[src/rtl/sync_fifo_pkg.sv]
// Shared types and helpers for the FIFO read-side stream adapter.
package sync_fifo_pkg;

   typedef enum logic [1:0] {
      OCC_EMPTY = 2'd0,
      OCC_ONE   = 2'd1,
      OCC_TWO   = 2'd2
   } occ_state_e;

   // Encoding equals the number of buffered words.
   function automatic logic [1:0] occ_words(input occ_state_e s);
      return s;
   endfunction

   function automatic logic [31:0] sat_add(input logic [31:0] a,
                                           input logic [31:0] inc,
                                           input logic [31:0] max_val);
      logic [32:0] sum;
      sum = {1'b0, a} + {1'b0, inc};
      if (sum > {1'b0, max_val}) begin
         return max_val;
      end
      return sum[31:0];
   endfunction

endpackage

[src/rtl/skid_buf_2e.sv]
// Two-entry skid buffer: head is the presented word, skid catches one extra word while the sink stalls.
// A write lands in head when empty (or when head drains the same cycle), otherwise in skid.
module skid_buf_2e
   import sync_fifo_pkg::*;
#(
   parameter int DATA_WIDTH = 32
) (
   input  logic                  clk,
   input  logic                  rstn,
   input  logic                  in_valid,
   input  logic [DATA_WIDTH-1:0] in_data,
   input  logic                  take,
   input  logic                  clear,
   output occ_state_e            occ,
   output logic [DATA_WIDTH-1:0] head
);

   logic [DATA_WIDTH-1:0] skid;
   occ_state_e            occ_nxt;
   logic                  load_head;
   logic                  load_skid;
   logic                  shift;

   always_comb begin
      occ_nxt   = occ;
      load_head = 1'b0;
      load_skid = 1'b0;
      shift     = 1'b0;
      if (clear) begin
         occ_nxt = OCC_EMPTY;
      end else begin
         case (occ)
            OCC_EMPTY: begin
               if (in_valid) begin
                  occ_nxt   = OCC_ONE;
                  load_head = 1'b1;
               end
            end
            OCC_ONE: begin
               if (in_valid && !take) begin
                  occ_nxt   = OCC_TWO;
                  load_skid = 1'b1;
               end else if (in_valid && take) begin
                  load_head = 1'b1;
               end else if (take) begin
                  occ_nxt = OCC_EMPTY;
               end
            end
            OCC_TWO: begin
               if (take) begin
                  occ_nxt = OCC_ONE;
                  shift   = 1'b1;
               end
            end
            default: occ_nxt = OCC_EMPTY;
         endcase
      end
   end

   always_ff @(posedge clk) begin
      if (!rstn) begin
         occ  <= OCC_EMPTY;
         head <= '0;
         skid <= '0;
      end else begin
         occ <= occ_nxt;
         if (load_head) begin
            head <= in_data;
         end else if (shift) begin
            head <= skid;
         end
         if (load_skid) begin
            skid <= in_data;
         end
      end
   end

endmodule

[src/rtl/sync_fifo_rd_stream.sv]
// Drains a show-ahead FIFO into a registered valid/ready stream, 1 cycle pop-to-valid, 1 word/cycle.
// Pop depends only on buffer occupancy, so m_ready never reaches fifo_pop combinationally.
module sync_fifo_rd_stream
   import sync_fifo_pkg::*;
#(
   parameter int DATA_WIDTH = 32,
   parameter int CNT_WIDTH  = 16
) (
   input  logic                  clk,
   input  logic                  rstn,
   input  logic                  fifo_valid,
   input  logic [DATA_WIDTH-1:0] fifo_rd_data,
   output logic                  fifo_pop,
   output logic                  m_valid,
   input  logic                  m_ready,
   output logic [DATA_WIDTH-1:0] m_data,
   input  logic                  flush,
   output logic [CNT_WIDTH-1:0]  xfer_cnt,
   output logic [CNT_WIDTH-1:0]  drop_cnt
);

   localparam logic [31:0] CNT_MAX = 32'({CNT_WIDTH{1'b1}});

   occ_state_e  occ;
   logic        take;
   logic [31:0] drop_sum;

   assign m_valid  = (occ != OCC_EMPTY) & ~flush & rstn;
   assign take     = m_valid & m_ready;
   // During flush the FIFO is drained regardless of buffer occupancy.
   assign fifo_pop = rstn & fifo_valid & (flush | (occ != OCC_TWO));

   skid_buf_2e #(
      .DATA_WIDTH(DATA_WIDTH)
   ) u_skid (
      .clk      (clk),
      .rstn     (rstn),
      .in_valid (fifo_pop & ~flush),
      .in_data  (fifo_rd_data),
      .take     (take),
      .clear    (flush),
      .occ      (occ),
      .head     (m_data)
   );

   assign drop_sum = sat_add(32'(drop_cnt), 32'(occ_words(occ)) + 32'(fifo_pop), CNT_MAX);

   always_ff @(posedge clk) begin
      if (!rstn) begin
         xfer_cnt <= '0;
         drop_cnt <= '0;
      end else begin
         if (take) begin
            xfer_cnt <= xfer_cnt + CNT_WIDTH'(1);
         end
         if (flush) begin
            drop_cnt <= drop_sum[CNT_WIDTH-1:0];
         end
      end
   end

endmodule

[config.mk]
export PLATFORM = sky130hd
export DESIGN_NAME = sync_fifo_rd_stream
export DESIGN_NICKNAME = d
export VERILOG_FILES = /design/src/rtl/sync_fifo_pkg.sv /design/src/rtl/skid_buf_2e.sv /design/src/rtl/sync_fifo_rd_stream.sv
export SDC_FILE = /design/constraint.sdc
export NUM_CORES = 1
export LEC_CHECK = 0
export ABC_CLOCK_PERIOD_IN_PS = 3400
export BUFFER_PORTS_ARGS = -buffer_cell sky130_fd_sc_hd__buf_2
export CORE_UTILIZATION = 40
export DETAILED_ROUTE_END_ITERATION = 10
export SYNTH_ARGS = -nofsm -noshare
export SYNTH_HDL_FRONTEND = slang
export SYNTH_HIERARCHICAL = 1
export SYNTH_SLANG_ARGS = --single-unit
[constraint.sdc]
create_clock -name clk -period 3.4 [get_ports clk]
set_input_delay 0.34 -clock clk [delete_from_list [all_inputs] [get_ports clk]]
set_output_delay 0.34 -clock clk [all_outputs]
set_load 0.01 [all_outputs]
# [Yosys cells after proc, flatten, opt, wreduce, memory -nomap -nowiden]
# Cells that the tools add are included.
[word_totals] out_inout_bits=66 in_bits=37 ram_bits=0 latchBits=0 rom_bits=0 elab_cells=55 register_bits=98 mem_count=0
[classes] bitwise_logic=9 div_mod_pow=0 eq_ne=7 magnitude_cmp=1 addsub=3 n_reduce_logical=8 n_shift=0 n_mux=22 n_mul=0
[ops] op="$mux W32" count=2
[ops] op="$mux W16" count=2
[ops] op="$add A16 B3 Y17" count=1
[ops] op="$gt A17 B16 Y1 const B" count=1
[ops] op="$add A16 B1 Y16 const B" count=1
[ops] op="$mux W1" count=11
[ops] op="$mux W2" count=5
[ops] op="$and A1 B1 Y1" count=6
[ops] op="$pmux W2 S3" count=1
[ops] op="$ne A2 B1 Y1 const B" count=2
[ops] op="$reduce_and A4 Y1" count=1
[ops] op="$reduce_bool A2 Y1" count=2
[ops] op="$add A2 B1 Y3" count=1
[ops] op="$ne A3 B1 Y1 const B" count=1
[ops] op="$ne A3 B2 Y1 const B" count=1
[ops] op="$eq A2 B1 Y1 const B" count=1
[ops] op="$eq A2 B2 Y1 const B" count=1
[ops] op="$logic_and A1 B1 Y1" count=2
[ops] op="$logic_not A2 Y1" count=1
[ops] op="$ne A2 B2 Y1 const B" count=1
[ops] op="$not A1 Y1" count=2
[ops] op="$pmux W1 S2" count=1
[ops] op="$reduce_or A2 Y1" count=1
[ops] op="$logic_not A1 Y1" count=1
[ops] op="$or A1 B1 Y1" count=1

# [Logic depth before layout (Yosys ltp)]
# Gate-level depths: netlist of run 1.
[depth] depth_word=10 depth_mapped=10 ltp_nobuf=10

# [Hierarchy]
# The synthesis of run 1 kept the hierarchy.
[by_module_without_submodules] module="skid_buf_2e" area_per_inst_um2=2642.5 cells_each=274 instances=1 seq_area_each_um2=1321.3
[by_module_without_submodules] module="sync_fifo_rd_stream" area_per_inst_um2=1601.5 cells_each=183 instances=1 seq_area_each_um2=640.6

# [Least setup slack after synthesis of run 1]
# OpenSTA, ideal clock, no wires.
[synth_path] kind="register -> register" startpoint="reg u_skid.occ[0]" endpoint="reg drop_cnt[12]" n_path_buf=1 setup_time_ns=0.073 period_less_slack_ns=2.587 path_stages_with_launch=9 setup_slack_ns=0.813 required_ns=3.327 arrival_ns=2.514 path_cell_list="dfxtp_1 > o311a_1 > fa_1 > inv_1 > fa_1 > or4_4 > buf_6 > and4_1 > nor3_2"
[synth_via] elab_chain_cells=8
[synth_rtl] element="from (decl)" line="skid_buf_2e.sv:14" rtl="output occ_state_e occ,"
[synth_rtl] element="from (signal assigned)" line="skid_buf_2e.sv:66" rtl="occ <= occ_nxt;"
[synth_rtl] element="$ne A2 B2 Y1 *" line="sync_fifo_rd_stream.sv:31" rtl="assign fifo_pop = rstn & fifo_valid & (flush | (occ != OCC_TWO));"
[synth_rtl] element="$or A1 B1 Y1 *" line="sync_fifo_rd_stream.sv:31"
[synth_rtl] element="$and A1 B1 Y1 *" line="sync_fifo_rd_stream.sv:31"
[synth_rtl] element="via fifo_pop" line="sync_fifo_rd_stream.sv:13" rtl="output logic fifo_pop,"
[synth_rtl] element="$add A2 B1 Y3 *" line="sync_fifo_rd_stream.sv:46" rtl="assign drop_sum = sat_add(32'(drop_cnt), 32'(occ_words(occ)) + 32'(fifo_pop), CNT_MAX);"
[synth_rtl] element="$add A16 B3 Y17 *" line="sync_fifo_pkg.sv:19" rtl="sum = {1'b0, a} + {1'b0, inc};"
[synth_rtl] element="$gt A17 B16 Y1" line="sync_fifo_pkg.sv:20" rtl="if (sum > {1'b0, max_val}) begin"
[synth_rtl] element="$mux W1" line="sync_fifo_pkg.sv:20"
[synth_rtl] element="$mux W16 *" line="sync_fifo_pkg.sv:23" rtl="return sum[31:0];"
[synth_rtl] element="to (signal assigned)" line="sync_fifo_rd_stream.sv:57" rtl="drop_cnt <= drop_sum[CNT_WIDTH-1:0];"
[synth_rtl] element="to (decl)" line="sync_fifo_rd_stream.sv:19" rtl="output logic [CNT_WIDTH-1:0] drop_cnt"
# Mark *: on every way through the listed nets, which the timed path passes. The rest lies on a longest branch.
# A chain may end at the register's enable or synchronous reset.

# [Worst setup path after layout of run 1]
[layout_path] startpoint="reg u_skid.occ[0]" endpoint="reg u_skid.head[1]"
[layout_via] elab_chain_cells=10 elab_cells_between_ends=24 classes_between="3 x eq/ne; 9 x mux; 6 x bitwise; 6 x reduce/logical"
[layout_rtl] element="$reduce_bool A2 Y1 *" line="sync_fifo_rd_stream.sv:28" rtl="assign m_valid = (occ != OCC_EMPTY) & ~flush & rstn;"
[layout_rtl] element="$and A1 B1 Y1 * (2 in series)" line="sync_fifo_rd_stream.sv:28"
[layout_rtl] element="$and A1 B1 Y1 *" line="sync_fifo_rd_stream.sv:29" rtl="assign take = m_valid & m_ready;"
[layout_rtl] element="via take" line="sync_fifo_rd_stream.sv:25" rtl="logic take;"
[layout_rtl] element="$logic_and A1 B1 Y1 / $logic_not A1 Y1 (equally long branches)" line="skid_buf_2e.sv:43, skid_buf_2e.sv:40"
[layout_rtl] element="$mux W1 / $logic_and A1 B1 Y1 (equally long branches)" line="skid_buf_2e.sv:43, skid_buf_2e.sv:40"
[layout_rtl] element="$mux W1" line="skid_buf_2e.sv:40" rtl="if (in_valid && !take) begin"
[layout_rtl] element="$pmux W1 S2" line="skid_buf_2e.sv:32" rtl="case (occ)"
[layout_rtl] element="$mux W1" line="skid_buf_2e.sv:29" rtl="if (clear) begin"
[layout_rtl] element="$mux W32 / $reduce_bool A2 Y1 (equally long branches)"
[layout_rtl] element="to (signal assigned)" line="skid_buf_2e.sv:68" rtl="head <= in_data;"
[layout_rtl] element="to (signal assigned)" line="skid_buf_2e.sv:70" rtl="head <= skid;"
[layout_rtl] element="to (decl)" line="skid_buf_2e.sv:15" rtl="output logic [DATA_WIDTH-1:0] head"
# Marks and branches as above.

==> metrics, run 1 <==
CTS H-tree depth 3; dominant cells by area after synthesis dfxtp_1, a221o_1, and3_1; Post-CTS Repair Setup Buffers 0; Seq/Total Area, Yosys ~46%; Layout area overhead 19.2%; die area around 11000 µm²; clock skew ~13 ps; WP data required around 3700 ps; Port Buffers a little over 100; most area-hungry cell type in the Yosys netlist dfxtp_1; slew of the pin with the lowest slew margin between 800 and 900 ps; pwr/cell area slightly above 400 nW/µm²; clock sinks 98; Pleak around 2.2 nW; Post-Route Utilization roughly 50%; die width 105 µm; total gr overflow 0; Nets between 500 and 600; MaxCap Viol Count 0; post-cts gate resize count 0; Hold Violations, Final 0; largest net degree at the start of global routing 36; clock transition at the registers of the reported paths 100 ps; clock buffer depth 2; clock insertion delay at the later pin of the skew report roughly 380 ps; number of vias per cell about 5.6; ant diodes 0; TritonCTS Buffers 9; Critical Path Start Type register; final setup fails 0; most frequent cells in the layout buf_2, dfxtp_1, nand3_1; most common cell after layout, fill and taps aside buf_2; number of synthesized flops with an enable pin 0; DIE HEIGHT 105 µm; unrepaired setup endpoints after global routing false; Post-Synthesis Cell Area between 4000 and 5000 µm²; Final Cycle Share ~78%; Reg2Reg Setup Slack approximately 760 ps; antenna violations before repair 0; post-synthesis cell count 457; drt pass-1 iters 8; root buf cell clkbuf_8; Slew Limit Headroom a little under half; number of global-route vias before repair 3640; Fillers ~1000; Post-synth top flop dfxtp_1; Synth top area share a little under half; max-slew violation count 0; crit path DAT a little under 3000 ps; # rows 37; Setup CP Type register to register; DR WL/cell 16.2 µm; worst min path class primary input to register; drt drc 0; asr flop ratio synth 0%; layout cells sized above 1 about a quarter; GP Congestion around 0.8; Yosys reg bits around 100; I/O pins just over 100; CP endpoint kind register; VDD IR-drop max 0.000236 V; Total Wirelength about 11000 µm; setup_tns 0 ps; Fmax ~380 MHz; hpwl dp 7180 µm; core footprint around 10000 µm²; first-pass GRT wire length 17900 µm; First DRT Iteration DRCs between 200 and 250; CTS tree built; CP max FO 32; Synth Warn # 6; Initial Util 41.1%; DR vias 3889; Period minus WS final ~2600 ps; syn avg cell area 9.29 µm²; GRT Total Usage slightly above 20%; status completed; count of cell types in the netlist 57; post-route ant nets 0; hold buffers post-CTS 0; post-synthesis net count 498
[area by class of cell]
cell class                      count  area, µm²  share of cell area [%]
Clock inverter                      5       46.3                   0.915
Clock buffer                       11        151                    2.99
Tap cell                          136        170                    3.36
Timing Repair Buffer              114        601                    11.9
Multi-Input combinational cell    313       2080                    41.2
Inverter                           12       45.0                   0.890
Sequential cell                    98       1960                    38.8
[where the power goes]
part | total (W) | switching, W | leakage (nW) | internal [W]
sequential | 0.00117 | 0.00000768 | 0.791 | 0.00116
combinational | 0.000122 | 0.0000772 | 1.28 | 0.0000444
clock | 0.000750 | 0.000432 | 0.0956 | 0.000318
[worst paths after layout]
| path | startpoint | end | cells past startpoint |
|---|---|---|---|
| hold reg to reg | u_skid/skid[6] | u_skid/head[6] | 1 |
| hold / removal | fifo_rd_data[30] | u_skid/skid[30] | 3 |
| setup / recovery | u_skid/occ[0] | u_skid/head[1] | 7 |
| setup reg to reg | u_skid/occ[0] | u_skid/head[1] | 7 |
[synth_stat cells, types with 2 or more instances]
cell type / n
and3_2: 2
nor3_1: 9
o211ai_1: 2
or3_1: 2
buf_2: 4
and4_1: 2
nor4_1: 5
xnor2_1: 11
clkbuf_1: 24
nor2_1: 18
nand4_1: 9
o211a_1: 3
ha_1: 2
dfxtp_1: 98
nor2b_1: 3
nand3_1: 40
mux2i_1: 2
a21o_1: 2
and3_1: 34
a21oi_1: 39
fa_1: 2
a221o_1: 32
o21a_1: 2
nand2_1: 14
buf_6: 4
nand2b_1: 2
a31oi_1: 5
o21ai_1: 5
inv_1: 10
o21ai_0: 39
xor2_1: 5
[kinds of logic after synthesis]
family	synth area share, %
AOI/OAI and AO/OA	21.7
and+or+nand+nor	21.5
muxes	0.472
adders and majority gates	1.53
buffers and inverters	5.22
xor gates and xnor gates	3.30
DFF	46.2
[layer usage]
metal	GRT usage [%]	share of wire, %	wire length, µm	vias to the layer above
met5	0	0	0	-
met4	5.84	1.2	134	0
met3	5.24	6.5	722	14
met2	34.4	48	5340	132
met1	25.2	44	4960	1857
li1	-	-	-	1886
[worst max-delay path, stage by stage, from the launching register on]
cell	delay (ps)
dfxtp_1	320
buf_4	190
o211ai_1	570
inv_1	320
nand2b_2	290
a311oi_4	240
buf_4	400
a221o_1	220
[registers in the layout, indices dropped and copies added, names as in the netlist]
signal       cells
xfer_cnt        16
drop_cnt        16
u_skid/skid     32
u_skid/head     32
u_skid/occ       2
[metrics by stage]
stage | hold WS (ps) | cells | area (µm²) | worst slack (ps) | power (W)
CTS | 202 | 689 | 5060 | 784 | 0.00206
detailed placement | 456 | 673 | 4860 | 595 | 0.00131
global route | 210 | 689 | 5060 | 522 | 0.00211
floorplan | 449 | 457 | 4240 | 813 | 0.00126
global placement | 453 | 673 | 4860 | 717 | 0.00131
finish | 214 | 689 | 5060 | 765 | 0.00204
(Power assumes the default switching activity.)
==> run 2: changes to the inputs <==
- ABC_CLOCK_PERIOD_IN_PS: 3400 -> 2600
- clock period: 3.4 -> 2.6 ns (I/O delays scaled with it)
==> run 2 against run 1 <==
Non-clock buffer count grew 5. Fmax is 13% higher. Critical path depth up 1. Register-to-register slack got worse by 500 ps. Sequential power up 30%. Sequential cell count unchanged. Design area is 0.72% higher. Power is 31% higher. Critical endpoint is now drop_cnt[12]. Largest cell class unchanged.
==> metrics, run 2 (same netlist as run 1, synthesis figures left out) <==
status completed; I/O pins 103 (unchanged); Critical Path Start Type register; max-slew violation count 0 (unchanged); Initial Util 41.1% (unchanged); core footprint 10300 µm² (unchanged); Fillers 983 (-2.1%); Setup CP Type register to register; DIE HEIGHT 105 µm (unchanged); WP data required 2910 ps (-800 ps); total power 0.00267 W (+31%); GP Congestion 0.788 (-3.4%); post-cts gate resize count 0 (unchanged); Post-CTS Repair Setup Buffers 0 (unchanged); clock skew 19.8 ps (+6.63 ps); Final Cycle Share 89.8% (+12 points); Port Buffers 102 (unchanged); Top Registers u_skid/head x32, u_skid/skid x32; CP max FO 9 (-72%); drt drc 0 (unchanged); Layout area overhead 20.1%; GRT Total Usage 20.2% (-0.056 points); first-pass GRT wire length 17900 µm (-0.12%); final setup fails 0 (unchanged); Hold Violations, Final 0 (unchanged); slew of the pin with the lowest slew margin 791 ps (-23.6 ps); First DRT Iteration DRCs 201 (-12%); total gr overflow 0 (unchanged); number of vias per cell 5.63 (-0.29%); CTS tree built; DR vias 3906 (+0.44%); TritonCTS Buffers 9 (unchanged); hold buffers post-CTS 0 (unchanged); Period minus WS final 2340 ps (-300 ps); Total Wirelength 11200 µm (about the same); crit path DAT 2650 ps (-290 ps); die width 105 µm (unchanged); # rows 37 (unchanged); Pleak 2.19 nW (+1.2%); pwr/cell area 525 nW/µm² (+30%); Nets 594 (+0.85%); Slew Limit Headroom 47.2% (+1.6 points); DR WL/cell 16.1 µm (-0.65%); clock buffer depth 2 (unchanged); setup_tns 0 ps (unchanged); root buf cell clkbuf_8; clock insertion delay at the later pin of the skew report 390 ps (about the same); unrepaired setup endpoints after global routing false; Fmax 428 MHz (+13%); CP endpoint kind register; hpwl dp 7050 µm (-1.8%); clock transition at the registers of the reported paths 120 ps (+20 ps); post-route ant nets 0 (unchanged); ant diodes 0 (unchanged); antenna violations before repair 0 (unchanged); most frequent cells in the layout buf_2, dfxtp_1, nand3_1; layout cells sized above 1 26.9% (+0.66 points); number of global-route vias before repair 3578 (-1.7%); MaxCap Viol Count 0 (unchanged); die area 11000 µm² (unchanged); most common cell after layout, fill and taps aside buf_2; CTS H-tree depth 3 (unchanged); worst min path class primary input to register; clock sinks 98 (unchanged); VDD IR-drop max 0.000301 V (+28%); largest net degree at the start of global routing 42 (+17%); drt pass-1 iters 4 (-4)
[run 2: cell count changes in the layout (fill, tap and decap cells not counted), sizes merged]
cell,delta
clkinv,+2
buf,+5
inv,+1
clkbuf,-2
clkinvlp,-1
[run 2: layout make-up]
class / count / area (µm²) / share of cell area, %
tap: 136 / 170 / 3.34
timing repair buffer: 119 / 638 / 12.5
multi-input combinational: 313 / 2080 / 40.9
clock buffer: 9 / 124 / 2.43
inverter: 12 / 45.0 / 0.884
sequential: 98 / 1960 / 38.5
clock inverter: 7 / 72.6 / 1.42
[run 2: metrics by stage]
stage | area [µm²] | std cells | utilization (%) | hold slack (ps) | worst slack [ps]
after floorplan | 4240 | 457 | - | 393 | 12.6
after global placement | 4900 | 678 | 47.5 | 455 | 315
after detailed placement | 4900 | 678 | 47.5 | 459 | 266
after CTS | 5100 | 694 | 49.4 | 111 | 254
after global routing | 5100 | 694 | 49.4 | 101 | 89.4
final | 5100 | 694 | 49.4 | 120 | 264
[run 2: where the power goes]
group          leakage, nW  internal [W]  switching, W  total (W)
Sequential           0.791       0.00151    0.00000970    0.00152
Clock               0.0966      0.000376      0.000609   0.000985
Combinational         1.30     0.0000607      0.000103   0.000164
[run 2: final timing paths]
| check | cells past startpoint | endpoint | slack [ps] | startpoint |
|---|---|---|---|---|
| worst max-delay path | 8 | drop_cnt[12] | 260 | u_skid/occ[1] |
| worst min-delay path | 3 | u_skid/skid[19] | 120 | fifo_rd_data[19] |
| worst max register to register | 8 | drop_cnt[12] | 260 | u_skid/occ[1] |
| worst min register to register | 1 | u_skid/head[17] | 470 | u_skid/skid[17] |
[run 2: per-layer routing]
layer | part of all wire [%] | GRT usage, % | vias to the layer above
met5 | 0 | 0 | -
met4 | 1.1 | 6.14 | 0
met3 | 5.9 | 4.80 | 10
met2 | 45 | 32.6 | 123
met1 | 48 | 26.7 | 1868
li1 | - | - | 1905
[run 2: critical path, stage by stage, from the launching register on]
cell and delay (ps):
dfxtp_1 320, inv_1 90, o311a_1 220, fa_1 200, inv_1 50, fa_1 410
or4_4 620, and4_1 230, nor3_2 140
